===== src/rtl/pipe_add.sv =====
// pipe_add: pipelined WIDTH-bit adder/subtractor with valid/ready handshake.
// The add is split into STAGES chunks of CW bits. Stage k adds chunk k and
// passes its carry to stage k+1. Every stage shares one advance enable.
// Carry-out, signed overflow and zero are registered alongside the final sum.
// WIDTH must be a multiple of STAGES, and STAGES must be at least 1.
module pipe_add #(
    parameter int WIDTH  = 32,
    parameter int STAGES = 4
) (
    input  logic             clk,
    input  logic             rst_n,
    input  logic             in_valid,
    output logic             in_ready,
    input  logic [WIDTH-1:0] a,
    input  logic [WIDTH-1:0] b,
    input  logic             sub,
    output logic             out_valid,
    input  logic             out_ready,
    output logic [WIDTH-1:0] sum,
    output logic             cout,
    output logic             ovf,
    output logic             zero
);
    localparam int CW = WIDTH / STAGES;

    logic             en;
    logic [WIDTH-1:0] b_p;

    // Per-stage registers. Index k holds the state after chunk k has been added.
    // Each stage keeps the full operands. Only the chunks above k still matter,
    // and synthesis removes the rest.
    logic             vld_q  [STAGES];
    logic [WIDTH-1:0] res_q  [STAGES];
    logic [WIDTH-1:0] opa_q  [STAGES];
    logic [WIDTH-1:0] opb_q  [STAGES];
    logic             cy_q   [STAGES];
    logic             amsb_q [STAGES];
    logic             bmsb_q [STAGES];
    logic             ovf_q;
    logic             zero_q;

    // Subtraction is a + ~b + 1. The +1 enters as the carry into chunk 0.
    assign b_p = sub ? ~b : b;

    // The whole pipeline advances together, so any held result stalls every stage.
    assign en       = !vld_q[STAGES-1] || out_ready;
    assign in_ready = en;

    for (genvar k = 0; k < STAGES; k++) begin : g_stage
        logic             vin;
        logic             cin;
        logic             amsb_in;
        logic             bmsb_in;
        logic [WIDTH-1:0] res_in;
        logic [WIDTH-1:0] opa_in;
        logic [WIDTH-1:0] opb_in;
        logic [CW-1:0]    ca;
        logic [CW-1:0]    cb;
        logic [CW:0]      csum;
        logic [WIDTH-1:0] chunk_ext;
        logic [WIDTH-1:0] res_d;

        if (k == 0) begin : g_head
            assign vin     = in_valid;
            assign cin     = sub;
            assign amsb_in = a[WIDTH-1];
            assign bmsb_in = b_p[WIDTH-1];
            assign res_in  = '0;
            assign opa_in  = a;
            assign opb_in  = b_p;
        end else begin : g_body
            assign vin     = vld_q[k-1];
            assign cin     = cy_q[k-1];
            assign amsb_in = amsb_q[k-1];
            assign bmsb_in = bmsb_q[k-1];
            assign res_in  = res_q[k-1];
            assign opa_in  = opa_q[k-1];
            assign opb_in  = opb_q[k-1];
        end

        assign ca        = CW'(opa_in >> (k * CW));
        assign cb        = CW'(opb_in >> (k * CW));
        assign csum      = {1'b0, ca} + {1'b0, cb} + {{CW{1'b0}}, cin};
        assign chunk_ext = WIDTH'(csum[CW-1:0]);
        // Chunk k of res_in is still zero, so OR-ing the new chunk in places it.
        assign res_d     = res_in | (chunk_ext << (k * CW));

        // Stage register: loads from its predecessor on advance, holds otherwise.
        always_ff @(posedge clk or negedge rst_n) begin
            if (!rst_n) begin
                vld_q[k]  <= 1'b0;
                res_q[k]  <= '0;
                opa_q[k]  <= '0;
                opb_q[k]  <= '0;
                cy_q[k]   <= 1'b0;
                amsb_q[k] <= 1'b0;
                bmsb_q[k] <= 1'b0;
            end else if (en) begin
                vld_q[k]  <= vin;
                res_q[k]  <= res_d;
                opa_q[k]  <= opa_in;
                opb_q[k]  <= opb_in;
                cy_q[k]   <= csum[CW];
                amsb_q[k] <= amsb_in;
                bmsb_q[k] <= bmsb_in;
            end
        end

        if (k == STAGES - 1) begin : g_tail
            // Flags are computed from the final sum and registered in the same cycle as it.
            always_ff @(posedge clk or negedge rst_n) begin
                if (!rst_n) begin
                    ovf_q  <= 1'b0;
                    zero_q <= 1'b0;
                end else if (en) begin
                    ovf_q  <= (amsb_in == bmsb_in) && (res_d[WIDTH-1] != amsb_in);
                    zero_q <= (res_d == '0);
                end
            end
        end
    end

    assign out_valid = vld_q[STAGES-1];
    assign sum       = res_q[STAGES-1];
    assign cout      = cy_q[STAGES-1];
    assign ovf       = ovf_q;
    assign zero      = zero_q;

endmodule


===== config.mk =====
export PLATFORM = sky130hd
export DESIGN_NAME = pipe_add
export DESIGN_NICKNAME = d
export VERILOG_FILES = /design/src/rtl/pipe_add.sv
export SDC_FILE = /design/constraint.sdc
export NUM_CORES = 1
export LEC_CHECK = 0
export BUFFER_PORTS_ARGS = -buffer_cell sky130_fd_sc_hd__buf_2
export CORE_AREA = 8 8 137 139
export DETAILED_ROUTE_END_ITERATION = 8
export DIE_AREA = 0 0 145 147
export PLACE_DENSITY_LB_ADDON = 0.2
export SYNTH_ARGS = -nofsm -noshare
export SYNTH_HDL_FRONTEND = slang
export SYNTH_SLANG_ARGS = --single-unit

===== constraint.sdc =====
create_clock -name clk -period 1.9 [get_ports clk]
set_input_delay 0.38 -clock clk [delete_from_list [all_inputs] [get_ports clk]]
set_output_delay 0.38 -clock clk [all_outputs]
set_load 0.005 [all_outputs]

==> flow_summary.toml, run 1 <==
[run_status]
outcome = "complete, but fails checks"
violations = "negative setup slack"

[setup_path]
cp_data_required_time_ps = 2270
path_class = "reg2reg"
critPathArrivalTime_ps = 2560
reg2reg_depth = 7
start_kind = "register"
cp_max_fo = 2
rr_endpoint = "zero"
r2r_setup_slack_ps = -290
worstReg2RegStart = "g_stage[3].cin"
endpoint_kind = "register"

[hold_path]
worstHoldStart = "a[11]"
min_to = "g_stage[1].opa_in[11]"
hold_path_class = "in2reg"
hold_depth = 3

[floorplan]
die_w_um = 145
coreArea_sq_um = 16800
initial_utilization = 0.502
num_rows = 48
num_io_pins = 106
die_area_sq_um = 21300
die_h_um = 147

[grt]
grt_pass1_wl_mm = 31.1
gr-total-overflow = 0
antenna_found_initial = 1
grt_use_total = 0.177
grt_pass1_vias = 6215
grt_max_degree = 139

[power]
power.leakage_nw = 5.28
power_density_nw_per_um2 = 1710
peakVddDrop_v = 0.000846
p_total_mw = 17.5

[synthesis]
ys.flop_type = "dfrtp_1"
ys_ff_latch = 186
synth_seq_area_share = 0.553
synth_edf_count = 0
synthCells = 928
synth_area_leaders = "dfrtp_1, nand2_1, ha_1"
syn_nets = 1032
synth_warnings = 0
yosys.cell_types.count = 39
yosys.area.top_type_share = 0.553
synth.avg_cell_area_sq_um = 9.07
async_reset_ff_frac = 1.00
syn_area_sq_um = 8420
synth.largest_area_cell = "dfrtp_1"

[final_layout]
area_growth_pct = 22.1
drive_above_1_share = 0.215
layout.cells.non_filler = 1292
nets = 1158
diodes = 0

[drt]
dr.pass1.iters = 4
drc = 0
routed-via-count = 6258
drt_iter0_markers = 373
finalWirelength_mm = 18.2
ant_nets = 0
wl_per_cell_um = 14.1
vias_per_cell = 4.84

[timing]
relSlewSlack = 0.618
hold_violations = 0
finalCritPeriodShare = 1.15
period_needed_ps = 2190
skew_ps = 8.19
rsz0062_at_grt = "yes"
setup_viol = 9
slew_viol_final = 0
worst_pin_slew_ps = 573
worst_slack_ps = -286
fmax_mhz = 457

[placement]
place_ws_ps = -324
hpwl_mm = 12.7
placedCellCount = 1250
place_congestion = 0.830
port_buffers = 105

[clock_tree]
clkTransAtPathRegs_ps = 70
cts_tree = "done"
clock_sinks = 186
clock_latency_ps = 430
htree_levels = 4
tritoncts.num_buffers = 17
root_buffer = "clkbuf_16"
clk_path_buf_depth = 2

[job]
maxCapViolCount = 0
## state kept, by name, summed over array words and instances, names as in the netlist
signal,count
g_stage.opa_in,48
g_stage.opb_in,48
g_stage.res_in,48
sum,32
g_stage.cin,3
g_stage.vin,3
cout,1
out_valid,1
ovf,1
zero,1
## layer usage
layer	wire, um	up-vias	track usage	part of all wire
li1	-	3215	-	-
met1	9100	2920	0.247	0.50
met2	8300	106	0.270	0.46
met3	620	17	0.0381	0.034
met4	221	0	0.0568	0.012
met5	0	-	0	0
## cell families after synthesis
kind of cell / synth area share
AO/OA/AOI/OAI: 0.0834
adder cells (fa/ha/maj): 0.0583
AND/OR/NAND/NOR: 0.225
flip-flops: 0.553
XOR/XNOR: 0.0488
buffers and inverters: 0.0305
multiplexers: 0.00134
## cells in the mapped netlist, drive strengths merged, types with 3 or more instances
master,count
o31ai,10
o21a,7
inv,20
o21ai,53
ha,28
fa,7
nor2b,3
dfrtp,186
a31oi,4
a21o,4
nor3,11
xnor2,33
nor4,6
a21oi,15
clkbuf,35
nand2,423
nor2,28
buf,10
xor2,13
and3b,3
a211oi,6
o21bai,6
## worst max path at each step
stage,start,end,slack (ps),cells past startpoint
final,g_stage[3].cin,zero,-290,7
after global routing,g_stage[3].cin,zero,-360,9
after CTS,g_stage[3].opb_in[24],ovf,-210,7
after detailed placement,sub,g_stage[1].cin,-320,9
after global placement,sub,g_stage[1].cin,-230,9
after floorplan,sub,g_stage[1].cin,-240,10
## final cells by class
cell class | count | area [sq um]
fill | 1456 | 6480
sequential | 186 | 4650
timing repair buffer | 152 | 981
inverter | 20 | 77.6
clock buffer | 17 | 425
tap | 225 | 282
clock inverter | 15 | 178
multi-input combinational | 677 | 3680
## power breakdown
group	switching (mW)	internal, mW	leakage, nW
sequential	1.11	5.72	2.25
clock	1.63	1.99	0.294
combinational	3.78	3.30	2.74
## cells in the final DEF, fill, tap and decap left out, types with 5 or more instances in the layout
cell type / instances
a21oi_1: 10
a21oi_2: 5
buf_12: 7
buf_2: 104
buf_4: 38
clkbuf_16: 17
dfrtp_1: 186
fa_2: 7
ha_1: 28
inv_1: 10
inv_2: 9
inv_6: 6
nand2_1: 423
nor2_1: 28
nor3_1: 10
nor4_1: 6
o21a_1: 7
o21ai_0: 40
o21ai_1: 11
o31ai_1: 8
xnor2_1: 30
xor2_1: 10
## worst max-delay path, stage by stage, from the launching register on
cell	delay (ps)
dfrtp_1	390
fa_2	250
inv_2	50
fa_2	540
nor4b_4	180
nand4_1	190
nor4bb_4	360
a31o_1	180
## what timing repair did
action | 4_1_cts | 5_1_grt
hold endpoints to repair | 44 | 0
endpoints found under the setup margin | 14 | 17
hold buffers | 1 | 0
buffers inserted | 3 | 10
gates resized for setup | 21 | 16
pin swaps | 17 | 26
## per-stage QoR
step	TNS, ps	instance area, sq um	hold WS, ps	utilization
2_1_floorplan	-690	8500	84.4	-
3_3_place_gp	-1520	9480	376	0.566
3_5_place_dp	-2270	9480	375	0.566
4_1_cts	-922	10200	123	0.607
5_1_grt	-2240	10300	135	0.613
6_report	-1280	10300	140	0.613
Note: power is estimated with default switching activity, not from simulation.
==> run 2: changes to the inputs <==
- CORE_AREA: 8 8 137 139 -> 8 8 130 132
- DIE_AREA: 0 0 145 147 -> 0 0 138 140
- MAX_ROUTING_LAYER: not set -> met4
- clock period: 1.9 -> 2.06 ns (I/O delays scaled with it)
==> run 2 against run 1 <==
  * The run still ends with negative setup slack left
  * Die area fell by 9.4%
  * Combinational power fell by 14%
  * Wire length barely moved
  * Sequential share of layout area rose by 0.81 points
  * Clock power fell by 4%
  * Cell area fell by 1.8%
  * Count of clock-buffer cells in the layout rose by 1
  * Critical path depth did not move
  * Register-to-register slack improved by 240 ps
  * Clock skew barely moved
  * Fmax rose by 3.9%
  * Largest power group is now sequential cells
==> flow_summary.toml, run 2 (synthesis results as in run 1) <==
[final_layout]
register_area_sq_um = 4650
final_common_cell = "nand2_1"
final_cell_mix = "nand2_1, dfrtp_1, buf_2"
fin_util = 0.679
fill_cells = 1231
drive_above_1_share = 0.195
area_growth_pct = 19.9
nets = 1146
final_area_sq_um = 10100
multi_input_area_sq_um = 3610

[job]
maxCapViolCount = 0

[clock_tree]
root_buffer = "clkbuf_16"
clkTransAtPathRegs_ps = 70
tritoncts.num_buffers = 17
clock_latency_ps = 420
clock_sinks = 186
clk_path_buf_depth = 2
htree_levels = 4
cts_tree = "done"

[setup_path]
cp_max_fo = 2
path_class = "reg2reg"
worstSetupStartpoint = "g_stage[3].cin"
start_kind = "register"
r2r_setup_slack_ps = -40
endpoint_kind = "register"
rr_endpoint = "ovf"
reg2reg_depth = 7
cp_data_required_time_ps = 2360
worstReg2RegStart = "g_stage[3].cin"
critPathArrivalTime_ps = 2400

[hold_path]
worstHoldStart = "a[14]"
min_to = "g_stage[1].opa_in[14]"
hold_path_class = "in2reg"
hold_depth = 3

[timing]
rsz0062_at_grt = "yes"
slew_viol_final = 0
finalCritPeriodShare = 1.02
hold_violations = 0
fmax_mhz = 475
whs_ps = 176
skew_ps = 8.01
worst_pin_slew_ps = 492
period_needed_ps = 2100
relSlewSlack = 0.672
setup_viol = 4
worst_slack_ps = -44.0

[power]
p_total_mw = 15.8
power_density_nw_per_um2 = 1570
peakVddDrop_v = 0.000814
combPwrFrac = 0.383
switching_share = 0.364
seqPwrFrac = 0.398
p_int_mw = 10.1
power.leakage_nw = 5.16
switching_power_mw = 5.75
clockPowerShare = 0.219

[grt]
grt_pass1_wl_mm = 31.4
grt_max_degree = 115
antenna_found_initial = 1
gr-total-overflow = 0
grt_pass1_vias = 6371
grt_use_total = 0.202

[floorplan]
initial_utilization = 0.566
num_io_pins = 106
die_h_um = 140
num_rows = 45
die_w_um = 138
coreArea_sq_um = 14900
die_area_sq_um = 19300

[placement]
port_buffers = 105
placed_cell_area_sq_um = 9350
place_ws_ps = -158
place_congestion = 0.922
hpwl_mm = 12.8

[drt]
drc = 0
wl_per_cell_um = 14.7
ant_nets = 0
dr.pass1.iters = 4
finalWirelength_mm = 18.2
vias_per_cell = 5.10
routed-via-count = 6339
drt_iter0_markers = 421

[run_status]
outcome = "complete, but fails checks"
violations = "negative setup slack"
## run 2: power groups by stage
stage | Combinational, mW | Clock, mW | Sequential (mW)
finish | 6.06 | 3.46 | 6.30
global route | 6.94 | 3.65 | 6.50
CTS | 5.93 | 3.51 | 6.30
detailed placement | 5.72 | 0 | 6.34
global placement | 5.57 | 0 | 6.28
floorplan | 4.04 | 0 | 6.08
## run 2: final cells by class
cell class / instances / share of cell area
inverters: 20 / 0.00768
clock inverters: 14 / 0.0191
well taps: 188 / 0.0233
multi-input cells: 677 / 0.357
repair buffers: 140 / 0.0879
flip-flops and latches: 186 / 0.461
clock buffers: 18 / 0.0435
diodes: 1 / 0.000248
## run 2: worst max path at each step
| stage | to | slack, ps |
|---|---|---|
| floorplan | g_stage[1].cin | -110 |
| global placement | g_stage[1].cin | -100 |
| detailed placement | g_stage[1].cin | -160 |
| CTS | ovf | -80 |
| global route | g_stage[2].cin | -150 |
| finish | ovf | -40 |
## run 2: repair_timing
item                                   in CTS  in global routing
setup buffers                               4                  3
gates cloned                                0                  0
resized for setup                          15                 14
hold buffers                                1                  0
setup endpoints to repair                   7                 16
endpoints found under the hold margin      38                  0
pin swaps                                  11                 10
## run 2: routing by layer
metal	track usage	share of wire	wire length (um)
met1	0.271	0.48	8700
met2	0.305	0.47	8540
met3	0.0392	0.041	753
met4	0.0612	0.014	259
met5	-	0	0
## run 2: worst max-delay path, cell delays in order, from the launching register on
cell       delay (ps)
dfrtp_1           400
fa_2              410
a211oi_2          240
o21bai_1          130
a2111oi_2         310
o21bai_4          200
xor2_1            200
o31ai_1            80
## run 2: metrics by stage
step,TNS (ps),std cells
floorplan,-151,928
global placement,-315,1204
detailed placement,-824,1204
CTS,-198,1241
global route,-741,1244
finish,-114,1244
